`src/rtl/mips_pkg.sv`:
```
// Shared MIPS core definitions.
// Fetch-stage PC defaults, state and next-PC select encodings.
package mips_pkg;

  localparam logic [31:0] RESET_VEC_D = 32'h0000_3000;
  localparam logic [31:0] EXC_VEC_D   = 32'h0000_4180;
  localparam int          INC_D       = 4;

  typedef enum logic {
    RUN,
    PEND
  } pcg_state_t;

  typedef enum logic [2:0] {
    SEL_SEQ,
    SEL_REDIR,
    SEL_PEND,
    SEL_EPC,
    SEL_EXC
  } pc_sel_t;

endpackage

```
`src/rtl/pc_gen_if.sv`:
```
// Control-flow request and fetch-PC bundle
// between hazard/branch/CP0 logic and pc_gen.
interface pc_gen_if #(
  parameter int WIDTH = 32
);

  logic             stall_i;
  logic             br_taken_i;
  logic [WIDTH-1:0] br_target_i;
  logic             jump_i;
  logic [WIDTH-1:0] jump_target_i;
  logic             exc_i;
  logic             eret_i;
  logic [WIDTH-1:0] epc_i;
  logic [WIDTH-1:0] pc_o;
  logic [WIDTH-1:0] pc_plus4_o;
  logic [WIDTH-1:0] pc_plus8_o;
  logic             adel_o;
  logic             pend_o;

  modport master (
    output stall_i, br_taken_i, br_target_i,
    output jump_i, jump_target_i,
    output exc_i, eret_i, epc_i,
    input  pc_o, pc_plus4_o, pc_plus8_o,
    input  adel_o, pend_o
  );

  modport slave (
    input  stall_i, br_taken_i, br_target_i,
    input  jump_i, jump_target_i,
    input  exc_i, eret_i, epc_i,
    output pc_o, pc_plus4_o, pc_plus8_o,
    output adel_o, pend_o
  );

endinterface

```
`src/rtl/pc_next_mux.sv`:
```
// Priority select of the next fetch PC:
// exception > eret > pending/live redirect > sequential.
module pc_next_mux
  import mips_pkg::*;
#(
  parameter int          WIDTH   = 32,
  parameter logic [31:0] EXC_VEC = EXC_VEC_D,
  parameter int          INC     = INC_D
) (
  input  logic [WIDTH-1:0] pc,
  input  logic             pend,
  input  logic [WIDTH-1:0] pend_tgt,
  input  logic             stall,
  input  logic             br_taken,
  input  logic [WIDTH-1:0] br_target,
  input  logic             jump,
  input  logic [WIDTH-1:0] jump_target,
  input  logic             exc,
  input  logic             eret,
  input  logic [WIDTH-1:0] epc,
  output logic             live,
  output logic [WIDTH-1:0] live_tgt,
  output logic             pc_we,
  output pc_sel_t          sel,
  output logic [WIDTH-1:0] next_pc
);

  assign live     = br_taken | jump;
  assign live_tgt = br_taken ? br_target : jump_target;

  always_comb begin
    pc_we   = 1'b1;
    sel     = SEL_SEQ;
    next_pc = pc;
    priority case (1'b1)
      exc: begin
        sel     = SEL_EXC;
        next_pc = WIDTH'(EXC_VEC);
      end
      eret: begin
        sel     = SEL_EPC;
        next_pc = epc;
      end
      stall: begin
        pc_we = 1'b0;
      end
      pend: begin
        sel     = SEL_PEND;
        next_pc = pend_tgt;
      end
      live: begin
        sel     = SEL_REDIR;
        next_pc = live_tgt;
      end
      default: begin
        next_pc = pc + WIDTH'(INC);
      end
    endcase
  end

endmodule

```
`src/rtl/pc_gen.sv`:
```
// Fetch PC register with stall-safe redirect buffer.
// A redirect seen during a stall is held until the stall drops.
module pc_gen
  import mips_pkg::*;
#(
  parameter int          WIDTH     = 32,
  parameter logic [31:0] RESET_VEC = RESET_VEC_D,
  parameter logic [31:0] EXC_VEC   = EXC_VEC_D,
  parameter int          INC       = INC_D
) (
  input logic    clk,
  input logic    reset,
  pc_gen_if.slave bus
);

  pcg_state_t       state_q, state_d;
  logic [WIDTH-1:0] pc_q;
  logic [WIDTH-1:0] pend_q, pend_d;
  logic [WIDTH-1:0] next_pc;
  logic [WIDTH-1:0] live_tgt;
  logic             live;
  logic             pc_we;
  pc_sel_t          sel;

  pc_next_mux #(
    .WIDTH   (WIDTH),
    .EXC_VEC (EXC_VEC),
    .INC     (INC)
  ) u_mux (
    .pc          (pc_q),
    .pend        (state_q == PEND),
    .pend_tgt    (pend_q),
    .stall       (bus.stall_i),
    .br_taken    (bus.br_taken_i),
    .br_target   (bus.br_target_i),
    .jump        (bus.jump_i),
    .jump_target (bus.jump_target_i),
    .exc         (bus.exc_i),
    .eret        (bus.eret_i),
    .epc         (bus.epc_i),
    .live        (live),
    .live_tgt    (live_tgt),
    .pc_we       (pc_we),
    .sel         (sel),
    .next_pc     (next_pc)
  );

  // Only the first redirect captured during a stall is kept.
  always_comb begin
    state_d = state_q;
    pend_d  = pend_q;
    if (sel inside {SEL_EXC, SEL_EPC, SEL_PEND}) begin
      state_d = RUN;
    end else if (state_q == RUN && bus.stall_i && live) begin
      state_d = PEND;
      pend_d  = live_tgt;
    end
  end

  always_ff @(posedge clk) begin
    if (reset) begin
      state_q <= RUN;
      pend_q  <= '0;
      pc_q    <= WIDTH'(RESET_VEC);
    end else begin
      state_q <= state_d;
      pend_q  <= pend_d;
      if (pc_we) pc_q <= next_pc;
    end
  end

  assign bus.pc_o       = pc_q;
  assign bus.pc_plus4_o = pc_q + WIDTH'(INC);
  assign bus.pc_plus8_o = pc_q + WIDTH'(2 * INC);
  assign bus.adel_o     = |pc_q[1:0];
  assign bus.pend_o     = (state_q == PEND);

endmodule

```
`src/flat_wrapper.sv`:
```
// flat-port wrapper written by rule: the top's interface ports become plain ports
module pc_gen_flat import mips_pkg::*;
#(
  parameter int          WIDTH     = 32,
  parameter logic [31:0] RESET_VEC = RESET_VEC_D,
  parameter logic [31:0] EXC_VEC   = EXC_VEC_D,
  parameter int          INC       = INC_D
)
  (clk, reset, bus_stall_i, bus_br_taken_i, bus_br_target_i, bus_jump_i, bus_jump_target_i, bus_exc_i, bus_eret_i, bus_epc_i, bus_pc_o, bus_pc_plus4_o, bus_pc_plus8_o, bus_adel_o, bus_pend_o);
  pc_gen_if #(.WIDTH(WIDTH)) bus_i ();
  input logic clk;
  input logic reset;
  input wire logic [$bits(bus_i.stall_i)-1:0] bus_stall_i;
  input wire logic [$bits(bus_i.br_taken_i)-1:0] bus_br_taken_i;
  input wire logic [$bits(bus_i.br_target_i)-1:0] bus_br_target_i;
  input wire logic [$bits(bus_i.jump_i)-1:0] bus_jump_i;
  input wire logic [$bits(bus_i.jump_target_i)-1:0] bus_jump_target_i;
  input wire logic [$bits(bus_i.exc_i)-1:0] bus_exc_i;
  input wire logic [$bits(bus_i.eret_i)-1:0] bus_eret_i;
  input wire logic [$bits(bus_i.epc_i)-1:0] bus_epc_i;
  output wire logic [$bits(bus_i.pc_o)-1:0] bus_pc_o;
  output wire logic [$bits(bus_i.pc_plus4_o)-1:0] bus_pc_plus4_o;
  output wire logic [$bits(bus_i.pc_plus8_o)-1:0] bus_pc_plus8_o;
  output wire logic [$bits(bus_i.adel_o)-1:0] bus_adel_o;
  output wire logic [$bits(bus_i.pend_o)-1:0] bus_pend_o;
  assign bus_i.stall_i = bus_stall_i;
  assign bus_i.br_taken_i = bus_br_taken_i;
  assign bus_i.br_target_i = bus_br_target_i;
  assign bus_i.jump_i = bus_jump_i;
  assign bus_i.jump_target_i = bus_jump_target_i;
  assign bus_i.exc_i = bus_exc_i;
  assign bus_i.eret_i = bus_eret_i;
  assign bus_i.epc_i = bus_epc_i;
  assign bus_pc_o = bus_i.pc_o;
  assign bus_pc_plus4_o = bus_i.pc_plus4_o;
  assign bus_pc_plus8_o = bus_i.pc_plus8_o;
  assign bus_adel_o = bus_i.adel_o;
  assign bus_pend_o = bus_i.pend_o;
  pc_gen #(.WIDTH(WIDTH), .RESET_VEC(RESET_VEC), .EXC_VEC(EXC_VEC), .INC(INC)) u_core (.clk(clk), .reset(reset), .bus(bus_i));
endmodule
```
`config.mk`:
```
export PLATFORM = sky130hd
export DESIGN_NAME = pc_gen_flat
export DESIGN_NICKNAME = d
export VERILOG_FILES = /design/src/rtl/mips_pkg.sv /design/src/rtl/pc_gen_if.sv /design/src/rtl/pc_next_mux.sv /design/src/rtl/pc_gen.sv /design/src/flat_wrapper.sv
export SDC_FILE = /design/constraint.sdc
export NUM_CORES = 1
export LEC_CHECK = 0
export BUFFER_PORTS_ARGS = -buffer_cell sky130_fd_sc_hd__buf_2
export CAP_MARGIN = 15
export CORE_UTILIZATION = 50
export CTS_CLUSTER_SIZE = 10
export DETAILED_ROUTE_END_ITERATION = 16
export PLACE_DENSITY_LB_ADDON = 0.25
export SYNTH_ARGS = -nofsm -noshare
export SYNTH_HDL_FRONTEND = slang
export SYNTH_SLANG_ARGS = --single-unit
```
`constraint.sdc`:
```
create_clock -name clk -period 3 [get_ports clk]
set_input_delay 0.15 -clock clk [delete_from_list [all_inputs] [get_ports clk]]
set_output_delay 0.15 -clock clk [all_outputs]
set_load 0.02 [all_outputs]
```
# Yosys cells after proc, flatten, opt, wreduce, memory -nomap -nowiden

Index checks and enable logic that the tools add are counted.
W data, S select, Z words.

Flip-flop bits (word level): 65
Bits in latches: 0
Bits in writable memories: 0
Bits in read-only memories: 0
Input bits: 103
Word-level logic and storage cells: 33
Memories kept: 0

Add/sub/neg operators: 2
Multipliers: 0
Div/mod/pow operators: 0
Magnitude comparators: 0
Equal/unequal tests: 4
Shift operators: 0
Multiplexer cells: 14
Bitwise logic cells: 3
Reduce and logical (&&, ||, !) cells: 7

Operators with widths:

| operator                | count |
|---|---|
| $mux W32                | 6 |
| $add A32 B3 Y32 const B | 1 |
| $add A32 B4 Y32 const B | 1 |
| $mux W3                 | 4 |
| $eq A3 B2 Y1 const B    | 2 |
| $mux W1                 | 4 |
| $reduce_and A2 Y1       | 2 |
| $reduce_or A2 Y1        | 2 |
| $eq A3 B3 Y1 const B    | 1 |
| $ne A3 B1 Y1 const B    | 1 |
| $reduce_bool A3 Y1      | 1 |
| $logic_and A1 B1 Y1     | 2 |
| $not A1 Y1              | 2 |
| $or A1 B1 Y1            | 1 |

# Longest topological paths before layout

Gate-level depths: netlist (run 1).

Word-level depth: 10
Gate-level depth with buffers: 8
Depth with buffers taken out: 6

# Cells and area by module

From an unflattened synthesis (run 1), not the netlist that was laid out.

Cells, all modules: 764
Area, all modules: 5949.5 um^2

Modules (own cells, without submodules):

| module      | instances | cells an instance | area an instance (um^2) |
|---|---|---|---|
| pc_gen      | 1         | 379               | 3493.4 |
| pc_next_mux | 1         | 385               | 2456.1 |

# Least setup slack after synthesis (run 1)

No wires, ideal clock.

Path kind: register -> output
Start: reg u_core.pc_q[4] (netlist: u_core.bus.pc_o[4])
End: out bus_pc_plus4_o[27]
Data arrival time: 2330 ps
Required time: 2850 ps
Path slack: 520 ps
Stages on the path, launching flop included: 6
Buffers on the path: 0
Cells stage by stage: dfxtp_1 ha_1 nand4_4 or3_1 nor4_1 xor2_1

Longest elaborated chain between the ends: 1

Ends and longest elaborated chain:

| item                   | RTL line           | RTL |
|---|---|---|
| start, declared        | pc_gen.sv:17       | `logic [WIDTH-1:0] pc_q;` |
| start signal, assigned | pc_gen.sv:64       | `pc_q <= WIDTH'(RESET_VEC);` |
| start signal, assigned | pc_gen.sv:68       | `if (pc_we) pc_q <= next_pc;` |
| $add A32 B3 Y32        | pc_gen.sv:73       | `assign bus.pc_plus4_o = pc_q + WIDTH'(INC);` |
| end, declared          | flat_wrapper.sv:22 | `output wire logic [$bits(bus_i.pc_plus4_o)-1:0] bus_pc_plus4_o;` |

No other way between the ends.

# Worst setup path in the final report (run 1)

Same ends and word-level chain as after synthesis.

==> flow_metrics.py, run 1 <==
metrics = {
    "logic_synthesis": {
        "netlist_instances": 679,
        "syn_nets": 784,
        "synthArstFlopShare_pct": 0,
        "yosys_warnings": 0,
        "syn_avg_cell_area_um2": 7.47,
        "synth-edff-count": 0,
        "yosys.area.top_type_share_pct": 25.6,
        "ys_ff_latch": 65,
        "yosysSeqAreaShare_pct": 25.6,
        "synthFlopType": "dfxtp_1",
        "synth_area_leader_cell": "dfxtp_1",
        "synth_area_leaders": "dfxtp_1 (26%), mux2i_1 (6.9%), nor2_1 (6.6%)",
        "synth.distinct_cells": 64,
        "synthesis.area_um2": 5070,
        "yosysMostFrequentCell": "nor2_1",
        "synthTopCellsByCount": "nor2_1 (89), dfxtp_1 (65), nand2_1 (59)",
    },
    "setup_path": {
        "reg2reg_depth": 6,
        "r2r_setup_slack_ns": 0.51,
        "crit_type": "reg2out",
        "r2r_end": "u_core.bus.pc_o[30]",
        "worstPathMaxFanout": 8,
        "slowest_delay_ns": 0.52,
        "critPathArrivalTime_ns": 2.67,
        "critPathSlowestCell": "or3_1",
        "worstPathRequired_ns": 2.85,
        "r2r_start": "u_core.bus.pc_o[3]",
        "path_cells": "ha_1 -> nand4_4 -> or3_1 -> nor4_2 -> xor2_1 -> buf_2",
        "cp-start-kind": "flip-flop",
        "worstSetupEndpointType": "output port",
    },
    "die": {
        "die_area_um2": 10600,
        "initial_core_util_pct": 51.7,
        "coreArea_um2": 9820,
        "die_h_um": 103,
        "die_w_um": 103,
        "pin_count": 201,
        "rows": 36,
    },
    "place": {
        "place.gp.congestion": 0.978,
        "io_buffer_count": 200,
        "dp_hpwl_mm": 13.1,
        "post-place-cells": 958,
    },
    "clocking": {
        "clkTransAtPathRegs_ns": 0.08,
        "clock-sinks": 65,
        "cts_buffer_depth": 2,
        "clock_latency_ns": 0.35,
        "cts_tree": "built",
        "ctsHoldBuffers": 0,
        "ctsHtreeMaxLevel": 3,
        "numCtsBuffers": 9,
        "cts_root_buffer": "clkbuf_8",
    },
    "min_path": {
        "hold_end": "u_core.bus.pc_o[21]",
        "worstHoldPathType": "in2reg",
        "whs_path_depth": 2,
        "min_from": "bus_epc_i[21]",
    },
    "routing": {
        "wire_per_inst_um": 18.1,
        "dr.pass1.iters": 5,
        "postRouteAntennaNets": 0,
        "remaining_drc_errors": 0,
        "first_iter_violations": 439,
        "routed_wl_mm": 17.6,
        "via_per_inst": 6.07,
        "num_vias": 5910,
    },
    "finish": {
        "multi_input_area_um2": 3430,
        "num_antenna_cells": 0,
        "fin_nets": 941,
        "regArea_um2": 1300,
        "drive_above_1_share_pct": 30.0,
        "area_growth_pct": 23.6,
        "fillerInstances": 903,
        "fin_cells": 974,
    },
    "sta": {
        "fin_worst_skew_ns": 0.00832,
        "fin_setup_tns_ns": 0,
        "slew-limit-headroom_pct": 50.3,
        "max_freq_mhz": 355,
        "slew_violations": 0,
        "period_minus_slack_ns": 2.82,
        "setup_viol_count_final": 0,
        "hold_viol": 0,
        "rsz0062_at_grt": "no",
        "tightestPinTransition_ns": 0.740,
        "fin_crit_sh_pct": 94.0,
    },
    "grt": {
        "grt_pass1_vias": 5264,
        "antenna_found_initial": 0,
        "grt_pass1_wl_mm": 26.9,
        "grt_max_degree": 65,
        "track_usage_pct": 33.2,
        "grt_overflow": 0,
    },
    "power": {
        "power_frac_clock_pct": 33.4,
        "ir_worst_vdd_uv": 232,
        "p_sw_mw": 0.824,
        "power.density_nw_per_um2": 378,
        "power.internal_mw": 1.55,
        "leakagePower_nw": 2.84,
        "seq_power_share_pct": 40.8,
        "power_switching_share_pct": 34.8,
        "combPwrFrac_pct": 25.8,
    },
    "flow_run": {
        "cap_violations": 0,
    },
    "outcome": {
        "status": "complete, no violations",
    },
}
## worst max-delay path, delay by kind of cell, from the launching register on
family                     cells  cell delay (ns)
adders and majority gates      1             0.32
DFF                            1             0.45
buffers and inverters          1             0.19
and+or+nand+nor                3             1.17
xor gates and xnor gates       1             0.20
## layout make-up
type | count | area share (%)
Multi-Input combinational cell | 532 | 54.7
Timing Repair Buffer | 217 | 18.0
Inverter | 11 | 0.658
Tap cell | 133 | 2.65
Clock inverter | 6 | 1.08
Sequential cell | 65 | 20.7
Clock buffer | 10 | 2.19
## registers in the layout (all words and copies together), names as in the netlist
name	flops
u_core.pend_q	32
u_core.bus.pend_o	1
u_core.bus.pc_o	32
## power groups by stage
stage,Clock [mW],Combinational (mW),Sequential [mW]
after detailed placement,0,0.601,0.986
after CTS,0.787,0.603,0.965
after floorplan,0,0.374,0.982
final,0.792,0.613,0.968
after global routing,0.815,0.663,0.975
after global placement,0,0.591,0.982
## per-layer routing
| layer | share of wire [%] | GRT usage [%] | vias to the layer above | routed length (um) |
|---|---|---|---|---|
| met1 | 43 | 47.0 | 2686 | 7600 |
| met5 | 0 | 0 | - | 0 |
| met2 | 44 | 50.3 | 371 | 7740 |
| met3 | 9.7 | 4.47 | 53 | 1720 |
| li1 | - | - | 2800 | - |
| met4 | 3.2 | 14.8 | 0 | 560 |
## cells by family (layout without fill, tap and decap cells)
logic type,after synthesis,in the layout,share of synthesized area [%]
buf+inv,82,244,7.05
xor+xnor,54,54,9.47
mux,35,35,6.90
simple gates,268,268,26.6
compound gates,173,173,23.8
flops,65,65,25.6
fa+ha+maj,2,2,0.493
## what timing repair did
| item | in CTS | in global routing |
|---|---|---|
| endpoints found under the hold margin | 0 | 0 |
| endpoints found under the setup margin | 0 | 1 |
| gates resized for setup | 0 | 1 |
| setup buffers | 0 | 0 |
## how the worst max path moves through the flow
stage                                   from                  to  slack (ns)
final                     u_core.bus.pc_o[4]  bus_pc_plus4_o[27]        0.18
after floorplan           u_core.bus.pc_o[4]  bus_pc_plus4_o[27]        0.52
after global placement    u_core.bus.pc_o[4]  bus_pc_plus4_o[27]        0.59
after global routing      u_core.bus.pc_o[4]  bus_pc_plus4_o[27]        0.03
after CTS                 u_core.bus.pc_o[4]  bus_pc_plus4_o[27]        0.09
after detailed placement  u_core.bus.pc_o[4]  bus_pc_plus4_o[27]        0.46
## cell usage in the layout, fill, tap and decap left out, types with 18 or more instances in the layout
| master | n |
|---|---|
| nand3_1 | 25 |
| a221oi_1 | 18 |
| dfxtp_1 | 65 |
| nor3_1 | 22 |
| a21oi_1 | 21 |
| nor2_1 | 89 |
| buf_2 | 200 |
| mux2i_1 | 35 |
| a211oi_1 | 31 |
| xnor2_1 | 29 |
| o21ai_0 | 29 |
| xor2_1 | 24 |
| nand2_1 | 59 |
## metrics by stage
step	hold WS (ns)	instance area (um2)	worst slack, ns	total power [mW]	utilization, %
4_1_cts	0.0387	6270	0.0917	2.36	63.8
2_1_floorplan	0.303	5070	0.520	1.36	-
5_1_grt	0.0523	6270	0.0336	2.45	63.9
3_3_place_gp	0.391	6060	0.588	1.57	61.7
3_5_place_dp	0.407	6060	0.456	1.59	61.7
6_report	0.0449	6270	0.181	2.37	63.9
No activity file was read; power rests on OpenSTA's default activity.
==> run 2: changes to the inputs <==
- CORE_MARGIN: not set -> 10
==> flow_metrics.py, run 2 (same netlist as run 1, synthesis figures left out) <==
metrics = {
    "setup_path": {
        "r2r_start": "u_core.bus.pc_o[4]",
        "endpoint": "bus_pc_plus4_o[27]",
        "crit_type": "reg2out",
        "path_cells": "ha_1 -> nand4_4 -> or3_1 -> nor4_2 -> xor2_1 -> buf_2",
        "crit_start": "u_core.bus.pc_o[4]",
        "worstSetupEndpointType": "output port",
        "slowest_delay_ns": 0.51,
        "reg2reg_depth": 6,
        "cp-start-kind": "flip-flop",
        "worstPathMaxFanout": 8,
        "r2r_setup_slack_ns": 0.53,
        "worstPathRequired_ns": 2.85,
        "critPathSlowestCell": "or3_1",
        "critPathArrivalTime_ns": 2.73,
        "worst-path-stages": 6,
        "worst-path-buf-inv": 1,
        "r2r_end": "u_core.bus.pc_o[27]",
        "crit_family": "simple AND/OR/NAND/NOR gates",
    },
    "grt": {
        "antenna_found_initial": 0,
        "grt_max_degree": 65,
        "grt_overflow": 0,
        "met3_usage_pct": 7.07,
        "track_usage_pct": 26.0,
        "met2_usage_pct": 41.6,
        "grtUsageMet1_pct": 33.9,
        "gr-max-usage-layer": "met2",
        "grt_pass1_vias": 5836,
        "grt_pass1_wl_mm": 31.1,
    },
    "sta": {
        "fin_setup_tns_ns": 0,
        "setup_viol_count_final": 0,
        "slew_violations": 0,
        "fin_ws_ns": 0.120,
        "max_freq_mhz": 347,
        "tightestPinTransition_ns": 0.805,
        "fin_crit_sh_pct": 96.0,
        "period_minus_slack_ns": 2.88,
        "rsz0062_at_grt": "no",
        "hold_viol": 0,
        "fin_worst_skew_ns": 0.0143,
        "slew-limit-headroom_pct": 46.2,
    },
    "outcome": {
        "status": "complete, no violations",
    },
    "die": {
        "pin_count": 201,
        "die_h_um": 121,
        "initial_core_util_pct": 51.7,
        "die_w_um": 121,
        "die_area_um2": 14600,
        "coreArea_um2": 9820,
        "rows": 36,
    },
    "power": {
        "power.density_nw_per_um2": 388,
        "total_power_mw": 2.44,
        "ir_worst_vdd_uv": 283,
        "leakagePower_nw": 2.84,
    },
    "clocking": {
        "cts_buffer_depth": 2,
        "numCtsBuffers": 9,
        "cts_tree": "built",
        "ctsHtreeMaxLevel": 3,
        "cts_root_buffer": "clkbuf_8",
        "clkTransAtPathRegs_ns": 0.08,
        "clock-sinks": 65,
        "postCtsSetupRepairBufs": 0,
        "clock_latency_ns": 0.35,
    },
    "routing": {
        "dr.pass1.iters": 5,
        "wire_per_inst_um": 20.6,
        "postRouteAntennaNets": 0,
        "first_iter_violations": 608,
        "via_per_inst": 6.08,
        "num_vias": 5912,
        "routed_wl_mm": 20.0,
        "remaining_drc_errors": 0,
    },
    "finish": {
        "final_common_cell": "buf_2",
        "drive_above_1_share_pct": 29.8,
        "area_growth_pct": 23.7,
        "fin_cells": 972,
        "num_antenna_cells": 0,
        "fin_nets": 940,
        "final_cell_mix": "buf_2 (200), nor2_1 (89), dfxtp_1 (65)",
    },
    "place": {
        "post-place-cells": 957,
        "dp_hpwl_mm": 15.3,
        "place.gp.congestion": 0.919,
        "io_buffer_count": 200,
        "preCtsSetupSlack_ns": 0.438,
    },
    "min_path": {
        "worstHoldPathType": "in2reg",
    },
    "flow_run": {
        "cap_violations": 0,
    },
}
==> run 2: worst min-delay path by stage <==
stage                  startpoint                   to  slack [ns]  cells after the start
finish              bus_epc_i[21]  u_core.bus.pc_o[21]        0.06                      2
detailed placement  bus_epc_i[21]  u_core.bus.pc_o[21]        0.43                      2
global placement    bus_epc_i[21]  u_core.bus.pc_o[21]        0.42                      2
CTS                 bus_epc_i[21]  u_core.bus.pc_o[21]        0.06                      2
global route        bus_epc_i[21]  u_core.bus.pc_o[21]        0.09                      2
floorplan           bus_epc_i[21]  u_core.bus.pc_o[21]        0.30                      1
==> run 2: repair_timing <==
item / in CTS / in global routing
hold buffers: 0 / 0
resized for setup: 0 / 1
endpoints found under the setup margin: 0 / 1
==> run 2: layer usage <==
metal	part of all wire, %	up-vias
li1	-	2794
met1	42	2779
met2	47	316
met3	10	23
met4	1.1	0
met5	0	-
==> run 2: metrics by stage <==
stage / area, um2 / hold slack [ns] / utilization (%)
2_1_floorplan: 5070 / 0.303 / -
3_3_place_gp: 6050 / 0.416 / 61.7
3_5_place_dp: 6050 / 0.429 / 61.7
4_1_cts: 6270 / 0.0595 / 63.9
5_1_grt: 6280 / 0.0855 / 63.9
6_report: 6280 / 0.0613 / 63.9
==> run 2: layout make-up <==
| type | count | area, um2 |
|---|---|---|
| clock buffer | 9 | 124 |
| clock inverter | 6 | 92.6 |
| fill | 932 | 3540 |
| inverter | 11 | 41.3 |
| multi-input combinational | 532 | 3430 |
| sequential | 65 | 1300 |
| tap | 133 | 166 |
| timing repair buffer | 216 | 1120 |
==> run 2: power breakdown <==
| group | switching (mW) | internal [mW] |
|---|---|---|
| clock network | 0.380 | 0.468 |
| registers | 0.0647 | 0.906 |
| logic | 0.388 | 0.233 |
| total | 0.832 | 1.61 |
